===== config.mk =====
export PLATFORM = sky130hd
export DESIGN_NAME = score_scan_mux
export DESIGN_NICKNAME = d
export VERILOG_FILES = /design/src/rtl/pong_disp_pkg.sv /design/src/rtl/scan_tick_gen.sv /design/src/rtl/score_scan_mux.sv
export SDC_FILE = /design/constraint.sdc
export NUM_CORES = 1
export LEC_CHECK = 0
export BUFFER_PORTS_ARGS = -buffer_cell sky130_fd_sc_hd__buf_2
export CORE_MARGIN = 5
export CORE_UTILIZATION = 44
export CTS_CLUSTER_SIZE = 24
export DETAILED_ROUTE_END_ITERATION = 10
export SLEW_MARGIN = 40
export SYNTH_ARGS = -nofsm -noshare
export SYNTH_HDL_FRONTEND = slang
export SYNTH_SLANG_ARGS = --single-unit

===== constraint.sdc =====
create_clock -name clk -period 2.1 [get_ports clk]
set_input_delay 0.21 -clock clk [delete_from_list [all_inputs] [get_ports clk]]
set_output_delay 0.21 -clock clk [all_outputs]
set_load 0.03 [all_outputs]

===== src/rtl/pong_disp_pkg.sv =====
// Shared definitions for the pong score display path: conversion FSM states,
// scan slot indices and the active-low anode pattern per slot.
package pong_disp_pkg;

    typedef enum logic [1:0] {
        ST_IDLE   = 2'd0,
        ST_DIV_R  = 2'd1,
        ST_DIV_L  = 2'd2,
        ST_COMMIT = 2'd3
    } conv_state_e;

    localparam logic [1:0] SLOT_R1  = 2'd0;
    localparam logic [1:0] SLOT_R10 = 2'd1;
    localparam logic [1:0] SLOT_L1  = 2'd2;
    localparam logic [1:0] SLOT_L10 = 2'd3;

    localparam logic [3:0] AN_OFF = 4'b1111;

    // Indexed by slot: entry 0 lights the rightmost digit.
    localparam logic [3:0][3:0] AN_TABLE = {4'b0111, 4'b1011, 4'b1101, 4'b1110};

    function automatic logic is_tens_slot(input logic [1:0] slot);
        return (slot == SLOT_R10) || (slot == SLOT_L10);
    endfunction

endpackage


===== src/rtl/scan_tick_gen.sv =====
// Refresh counter for the digit scan: counts 0..REFRESH_DIV-1 and flags the
// wrap cycle with a single-cycle tick.
module scan_tick_gen #(
    parameter int REFRESH_DIV = 100000
) (
    input  logic clk,
    input  logic rst,
    output logic tick
);

    localparam int CW = $clog2(REFRESH_DIV);
    localparam logic [CW-1:0] LAST = CW'(REFRESH_DIV - 1);

    logic [CW-1:0] cnt_q;
    logic [CW-1:0] cnt_d;

    assign tick = (cnt_q == LAST);

    always_comb begin
        cnt_d = tick ? '0 : cnt_q + CW'(1);
    end

    always_ff @(posedge clk or posedge rst) begin
        if (rst) cnt_q <= '0;
        else     cnt_q <= cnt_d;
    end

endmodule


===== src/rtl/score_scan_mux.sv =====
// Latches both player scores, converts them to BCD by repeated subtraction and
// time-multiplexes the four digits onto the seven-segment decoder input.
module score_scan_mux
    import pong_disp_pkg::*;
#(
    parameter int REFRESH_DIV = 100000,
    parameter int SCORE_W     = 7,
    parameter int MAX_SCORE   = 99
) (
    input  logic               clk,
    input  logic               rst,
    input  logic [SCORE_W-1:0] score_l,
    input  logic [SCORE_W-1:0] score_r,
    input  logic               score_vld,
    output logic               busy,
    output logic [3:0]         digit,
    output logic [3:0]         an
);

    localparam logic [SCORE_W-1:0] MAX_S = SCORE_W'(MAX_SCORE);
    localparam logic [SCORE_W-1:0] TEN   = SCORE_W'(10);

    function automatic logic [SCORE_W-1:0] sat(input logic [SCORE_W-1:0] s);
        return (s > MAX_S) ? MAX_S : s;
    endfunction

    conv_state_e        state_q, state_d;
    logic [SCORE_W-1:0] rem_r_q, rem_r_d, rem_l_q, rem_l_d;
    logic [3:0]         tens_r_q, tens_r_d, tens_l_q, tens_l_d;
    logic               pend_q, pend_d;
    logic [SCORE_W-1:0] pend_r_q, pend_r_d, pend_l_q, pend_l_d;
    logic [3:0][3:0]    disp_q, disp_d;   // [3]=L tens, [2]=L ones, [1]=R tens, [0]=R ones
    logic [1:0]         slot_q, slot_d;
    logic [3:0]         digit_q, digit_d;
    logic [3:0]         an_q, an_d;
    logic               tick;

    scan_tick_gen #(.REFRESH_DIV(REFRESH_DIV)) u_tick (
        .clk  (clk),
        .rst  (rst),
        .tick (tick)
    );

    always_comb begin
        state_d  = state_q;
        rem_r_d  = rem_r_q;
        rem_l_d  = rem_l_q;
        tens_r_d = tens_r_q;
        tens_l_d = tens_l_q;
        pend_d   = pend_q;
        pend_r_d = pend_r_q;
        pend_l_d = pend_l_q;
        disp_d   = disp_q;

        // A strobe during a conversion is parked; a later strobe overwrites it.
        if (score_vld && state_q != ST_IDLE) begin
            pend_d   = 1'b1;
            pend_r_d = sat(score_r);
            pend_l_d = sat(score_l);
        end

        case (state_q)
            ST_IDLE: begin
                if (score_vld) begin
                    rem_r_d  = sat(score_r);
                    rem_l_d  = sat(score_l);
                    tens_r_d = '0;
                    tens_l_d = '0;
                    state_d  = ST_DIV_R;
                end
            end
            ST_DIV_R: begin
                if (rem_r_q >= TEN) begin
                    rem_r_d  = rem_r_q - TEN;
                    tens_r_d = tens_r_q + 4'd1;
                end else begin
                    state_d = ST_DIV_L;
                end
            end
            ST_DIV_L: begin
                if (rem_l_q >= TEN) begin
                    rem_l_d  = rem_l_q - TEN;
                    tens_l_d = tens_l_q + 4'd1;
                end else begin
                    state_d = ST_COMMIT;
                end
            end
            ST_COMMIT: begin
                disp_d = {tens_l_q, rem_l_q[3:0], tens_r_q, rem_r_q[3:0]};
                tens_r_d = '0;
                tens_l_d = '0;
                // A strobe landing on this very cycle is newer than anything parked.
                if (score_vld) begin
                    rem_r_d = sat(score_r);
                    rem_l_d = sat(score_l);
                    pend_d  = 1'b0;
                    state_d = ST_DIV_R;
                end else if (pend_q) begin
                    rem_r_d = pend_r_q;
                    rem_l_d = pend_l_q;
                    pend_d  = 1'b0;
                    state_d = ST_DIV_R;
                end else begin
                    state_d = ST_IDLE;
                end
            end
            default: state_d = ST_IDLE;
        endcase
    end

    always_comb begin
        slot_d  = slot_q;
        digit_d = digit_q;
        an_d    = an_q;
        // digit and anode change together, only on the wrap edge.
        if (tick) begin
            digit_d = disp_q[slot_q];
            an_d    = (is_tens_slot(slot_q) && disp_q[slot_q] == 4'd0) ? AN_OFF
                                                                        : AN_TABLE[slot_q];
            slot_d  = slot_q + 2'd1;
        end
    end

    always_ff @(posedge clk or posedge rst) begin
        if (rst) begin
            state_q  <= ST_IDLE;
            rem_r_q  <= '0;
            rem_l_q  <= '0;
            tens_r_q <= '0;
            tens_l_q <= '0;
            pend_q   <= 1'b0;
            pend_r_q <= '0;
            pend_l_q <= '0;
            disp_q   <= '0;
            slot_q   <= SLOT_R1;
            digit_q  <= '0;
            an_q     <= AN_OFF;
        end else begin
            state_q  <= state_d;
            rem_r_q  <= rem_r_d;
            rem_l_q  <= rem_l_d;
            tens_r_q <= tens_r_d;
            tens_l_q <= tens_l_d;
            pend_q   <= pend_d;
            pend_r_q <= pend_r_d;
            pend_l_q <= pend_l_d;
            disp_q   <= disp_d;
            slot_q   <= slot_d;
            digit_q  <= digit_d;
            an_q     <= an_d;
        end
    end

    assign busy  = (state_q != ST_IDLE);
    assign digit = digit_q;
    assign an    = an_q;

endmodule

==> impl_metrics.tcl <==
set metrics [dict create \
    busiest_layer "met2" \
    place.detailed.hpwl_um 6260 \
    clkLatencyLatePin_ns 0.36 \
    design.die.area_um2 11800 \
    drt-total-wl_um 8750 \
    seq_area_frac_synth 0.481 \
    slew_violations 0 \
    timing.rr.start "rem_r_q[1]$_DFFE_PP0P_" \
    ys_async_sr_fraction 1.00 \
    power_per_cell_area_nw_per_um2 1240 \
    layout.cell_area.non_filler_um2 4870 \
    clock_transition_time_at_the_flip_flop_clock_pins_of_the_worst_setup_and_hold_paths_ns 0.08 \
    fp.dieW_um 109 \
    whs_endpoint "pend_r_q[4]$_DFFE_PP0P_" \
    grtUsageTotal 0.166 \
    ff2ff_setup_slack_ns 0.13 \
    floorplan.initialDensity 0.444 \
    worst_ep_arrival_time_ns 2.20 \
    grt_start_max_net_pins 83 \
    timing.critical_path.fanout_max 5 \
    final_core_util 0.506 \
    io_pins 26 \
    route.detailed.wl_per_inst_um 14.6 \
    setup_viol 0 \
    die_height_um 109 \
    fin_skew_ns 0.00816 \
    gr-usage-met3 0.0507 \
    critPathRequiredTime_ns 2.33 \
    syn_avg_cell_area_um2 10.1 \
    grt_antenna_before_repair 0 \
    synth_edf_count 0 \
    timing.critical_path.to_type "register" \
    yosysWarningCount 0 \
    synth_seq_cells 82 \
    achievable-frequency_mhz 509 \
    whs_path_depth 3 \
    path_class "reg -> reg" \
    drt_drc_violations_left 0 \
    floorplan.rows 36 \
    dr.pass1.iters 4 \
    placedInstanceArea_um2 4640 \
    drive_above_1_share 0.214 \
    synthesis.nets 456 \
    diodes 0 \
    final_antenna_net_count 0 \
    critical_path.startpoint_type "register" \
    ff2ff_path_depth 8 \
    p_total_mw 6.04 \
    timing.setup.tns_ns 0 \
    gpl.final_weighted_congestion 0.760 \
    cts_tree "done" \
    post_synth_num_cell_types 56 \
    period_needed_ns 1.97 \
    num-nets-final 496 \
    min_period_over_period 0.936 \
    grt_pass1_vias 3267 \
    cts_inserted_buffers 9 \
    worst_hold_path_type "in -> reg" \
    grt_first_pass_wirelength_um 15400 \
    initialDrtViolationCount 123 \
    area_delta_synth_final_pct 13.9 \
    vias 3186 \
    synth-main-ff-cell "sky130_fd_sc_hd__dfrtp_1" \
    finalHoldWorstSlack_ns 0.122 \
    post_synth_inst_count 423 \
    buffer_ports.inserted 25 \
    timing_worst_slew_pin_value_ns 0.519 \
    hold_viol_final 0 \
    status "finished clean" \
    syn-cell-area_um2 4280 \
    power.ir.vdd_worst_mv 0.602 \
    power_leakage_nw 2.20 \
    cts_num_sinks 82 \
    ctsRootBufferMaster "sky130_fd_sc_hd__clkbuf_8" \
    grt.overflow.total 0 \
    post_drt_via_cell_ratio 5.30 \
    clock_path_buffers 2 \
    r2r_end "state_q[0]$_DFFE_PP0P_" \
    htreeDepth 3 \
    global_routing_usage_on_met2 0.271 \
    number_of_maximum_capacitance_violations 0 \
    maxSlewHeadroom 0.652 \
    grt_use_met1 0.214 \
    core_area_um2 9640 \
    hold_start "score_r[4]" \
    nFillCells 927 \
]
routing by layer:
layer	wire [um]	up-vias
li1	-	1581
met1	4140	1546
met2	4160	51
met3	375	8
met4	72	0
met5	0	-
worst max-delay path, stage by stage, from the launching register on:
cell and delay [ns]:
sky130_fd_sc_hd__dfrtp_1 0.41, sky130_fd_sc_hd__inv_1 0.11, sky130_fd_sc_hd__ha_1 0.22, sky130_fd_sc_hd__nand2b_1 0.13
sky130_fd_sc_hd__nand3_1 0.09, sky130_fd_sc_hd__buf_4 0.17, sky130_fd_sc_hd__a211o_1 0.33, sky130_fd_sc_hd__nor4b_1 0.29
sky130_fd_sc_hd__a211oi_1 0.09
repair_timing:
item | CTS | global route
buffers inserted | 0 | 3
endpoints found under the setup margin | 0 | 2
endpoints found under the hold margin | 78 | 0
gates resized for setup | 0 | 1
hold buffers | 1 | 0
registers in the layout, indices dropped and copies added (netlist names):
signal and count:
pend_q 1, pend_l_q 7, pend_r_q 7, u_tick.cnt_q 17, digit 4, disp_q 16, state_q 2, rem_l_q 7
tens_l_q 4, an 4, rem_r_q 7, tens_r_q 4, slot_q 2
final cells by class:
cell class              count  area, um2  share of cell area
clock inverters             1       7.51             0.00154
repair buffers             47        305              0.0626
clock buffers              15        186              0.0383
multi-input cells         301       2060               0.424
inverters                  22       86.3              0.0177
well taps                 133        166              0.0341
flip-flops and latches     82       2060               0.422
worst max-delay path by stage:
| stage | startpoint | end | slack (ns) | cells past startpoint |
|---|---|---|---|---|
| floorplan | state_q[0]$_DFFE_PP0P_ | state_q[1]$_DFFE_PP0P_ | 0.11 | 7 |
| global placement | rem_r_q[1]$_DFFE_PP0P_ | rem_r_q[5]$_DFFE_PP0P_ | 0.21 | 8 |
| detailed placement | state_q[0]$_DFFE_PP0P_ | rem_r_q[5]$_DFFE_PP0P_ | 0.13 | 8 |
| CTS | rem_r_q[1]$_DFFE_PP0P_ | state_q[0]$_DFFE_PP0P_ | 0.12 | 8 |
| global route | rem_r_q[1]$_DFFE_PP0P_ | rem_r_q[6]$_DFFE_PP0P_ | -0.01 | 7 |
| finish | rem_r_q[1]$_DFFE_PP0P_ | state_q[0]$_DFFE_PP0P_ | 0.13 | 8 |
through the flow:
step / worst slack, ns / instances
finish: 0.135 / 601
global route: -0.0138 / 601
CTS: 0.122 / 598
detailed placement: 0.134 / 581
global placement: 0.208 / 581
floorplan: 0.114 / 423
cell families (layout without fill, tap and decap cells):
kind of cell | count (synthesis) | after routing | synth area share
adders and majority gates | 16 | 16 | 0.0468
AOI/OAI and AO/OA | 87 | 87 | 0.125
buffers and inverters | 40 | 85 | 0.0371
and+or+nand+nor | 144 | 144 | 0.166
xor gates and xnor gates | 18 | 18 | 0.0369
DFF | 82 | 82 | 0.481
muxes | 36 | 36 | 0.107
synth_stat cells, types with 2 or more instances:
library cell | instances | area (um2)
sky130_fd_sc_hd__a211oi_1 | 2 | 15.0
sky130_fd_sc_hd__a21oi_1 | 15 | 75.1
sky130_fd_sc_hd__a221o_1 | 2 | 20.0
sky130_fd_sc_hd__a22o_1 | 2 | 17.5
sky130_fd_sc_hd__a31oi_1 | 7 | 43.8
sky130_fd_sc_hd__and2_1 | 2 | 12.5
sky130_fd_sc_hd__and3_1 | 5 | 31.3
sky130_fd_sc_hd__and4_1 | 2 | 17.5
sky130_fd_sc_hd__buf_1 | 2 | 7.51
sky130_fd_sc_hd__clkbuf_1 | 14 | 52.6
sky130_fd_sc_hd__dfrtp_1 | 78 | 1950
sky130_fd_sc_hd__dfstp_2 | 4 | 105
sky130_fd_sc_hd__ha_1 | 16 | 200
sky130_fd_sc_hd__inv_1 | 21 | 78.8
sky130_fd_sc_hd__mux2_2 | 30 | 338
sky130_fd_sc_hd__mux2i_1 | 2 | 20.0
sky130_fd_sc_hd__mux4_1 | 3 | 78.8
sky130_fd_sc_hd__nand2_1 | 43 | 161
sky130_fd_sc_hd__nand2b_1 | 9 | 56.3
sky130_fd_sc_hd__nand3_1 | 18 | 90.1
sky130_fd_sc_hd__nand4_1 | 6 | 37.5
sky130_fd_sc_hd__nand4bb_1 | 2 | 22.5
sky130_fd_sc_hd__nor2_1 | 31 | 116
sky130_fd_sc_hd__nor2b_1 | 3 | 18.8
sky130_fd_sc_hd__nor3_1 | 10 | 50.1
sky130_fd_sc_hd__nor3b_1 | 3 | 22.5
sky130_fd_sc_hd__o211ai_1 | 2 | 15.0
sky130_fd_sc_hd__o21ai_0 | 37 | 185
sky130_fd_sc_hd__o21bai_1 | 2 | 15.0
sky130_fd_sc_hd__o22ai_1 | 3 | 18.8
sky130_fd_sc_hd__o311a_1 | 2 | 20.0
sky130_fd_sc_hd__o31ai_1 | 3 | 22.5
sky130_fd_sc_hd__or2_2 | 2 | 12.5
sky130_fd_sc_hd__or3_1 | 2 | 12.5
sky130_fd_sc_hd__xnor2_1 | 11 | 96.3
sky130_fd_sc_hd__xor2_1 | 7 | 61.3
cell usage in the layout (no fill, tap or decap), types with 2 or more instances in the layout:
cell and count:
sky130_fd_sc_hd__dfrtp_1 78, sky130_fd_sc_hd__and4_1 2, sky130_fd_sc_hd__nor2b_1 3, sky130_fd_sc_hd__clkinvlp_4 2
sky130_fd_sc_hd__a22o_1 2, sky130_fd_sc_hd__o31ai_1 3, sky130_fd_sc_hd__o21ai_0 37, sky130_fd_sc_hd__clkbuf_8 13
sky130_fd_sc_hd__a221o_1 2, sky130_fd_sc_hd__xnor2_1 11, sky130_fd_sc_hd__o311a_1 2, sky130_fd_sc_hd__dfstp_2 4
sky130_fd_sc_hd__and2_1 2, sky130_fd_sc_hd__mux2i_1 2, sky130_fd_sc_hd__o22ai_1 3, sky130_fd_sc_hd__nor3_1 10
sky130_fd_sc_hd__mux2_2 30, sky130_fd_sc_hd__o211ai_1 2, sky130_fd_sc_hd__nand3_1 18, sky130_fd_sc_hd__buf_2 25
sky130_fd_sc_hd__or2_2 2, sky130_fd_sc_hd__buf_4 20, sky130_fd_sc_hd__inv_1 20, sky130_fd_sc_hd__or3_1 2
sky130_fd_sc_hd__mux4_1 3, sky130_fd_sc_hd__a31oi_1 7, sky130_fd_sc_hd__nand4bb_1 2, sky130_fd_sc_hd__ha_1 15
sky130_fd_sc_hd__clkbuf_1 2, sky130_fd_sc_hd__nand2_1 43, sky130_fd_sc_hd__a21oi_1 15, sky130_fd_sc_hd__nand2b_1 9
sky130_fd_sc_hd__nand4_1 6, sky130_fd_sc_hd__o21bai_1 2, sky130_fd_sc_hd__and3_1 5, sky130_fd_sc_hd__xor2_1 7
sky130_fd_sc_hd__nor2_1 31, sky130_fd_sc_hd__nor3b_1 3, sky130_fd_sc_hd__a211oi_1 2
power breakdown:
part / internal (mW) / switching, mW / total [mW]
Combinational: 1.20 / 1.36 / 2.56
Sequential: 2.00 / 0.363 / 2.37
Clock: 0.561 / 0.558 / 1.12
Note: power is estimated with default switching activity, not from simulation.
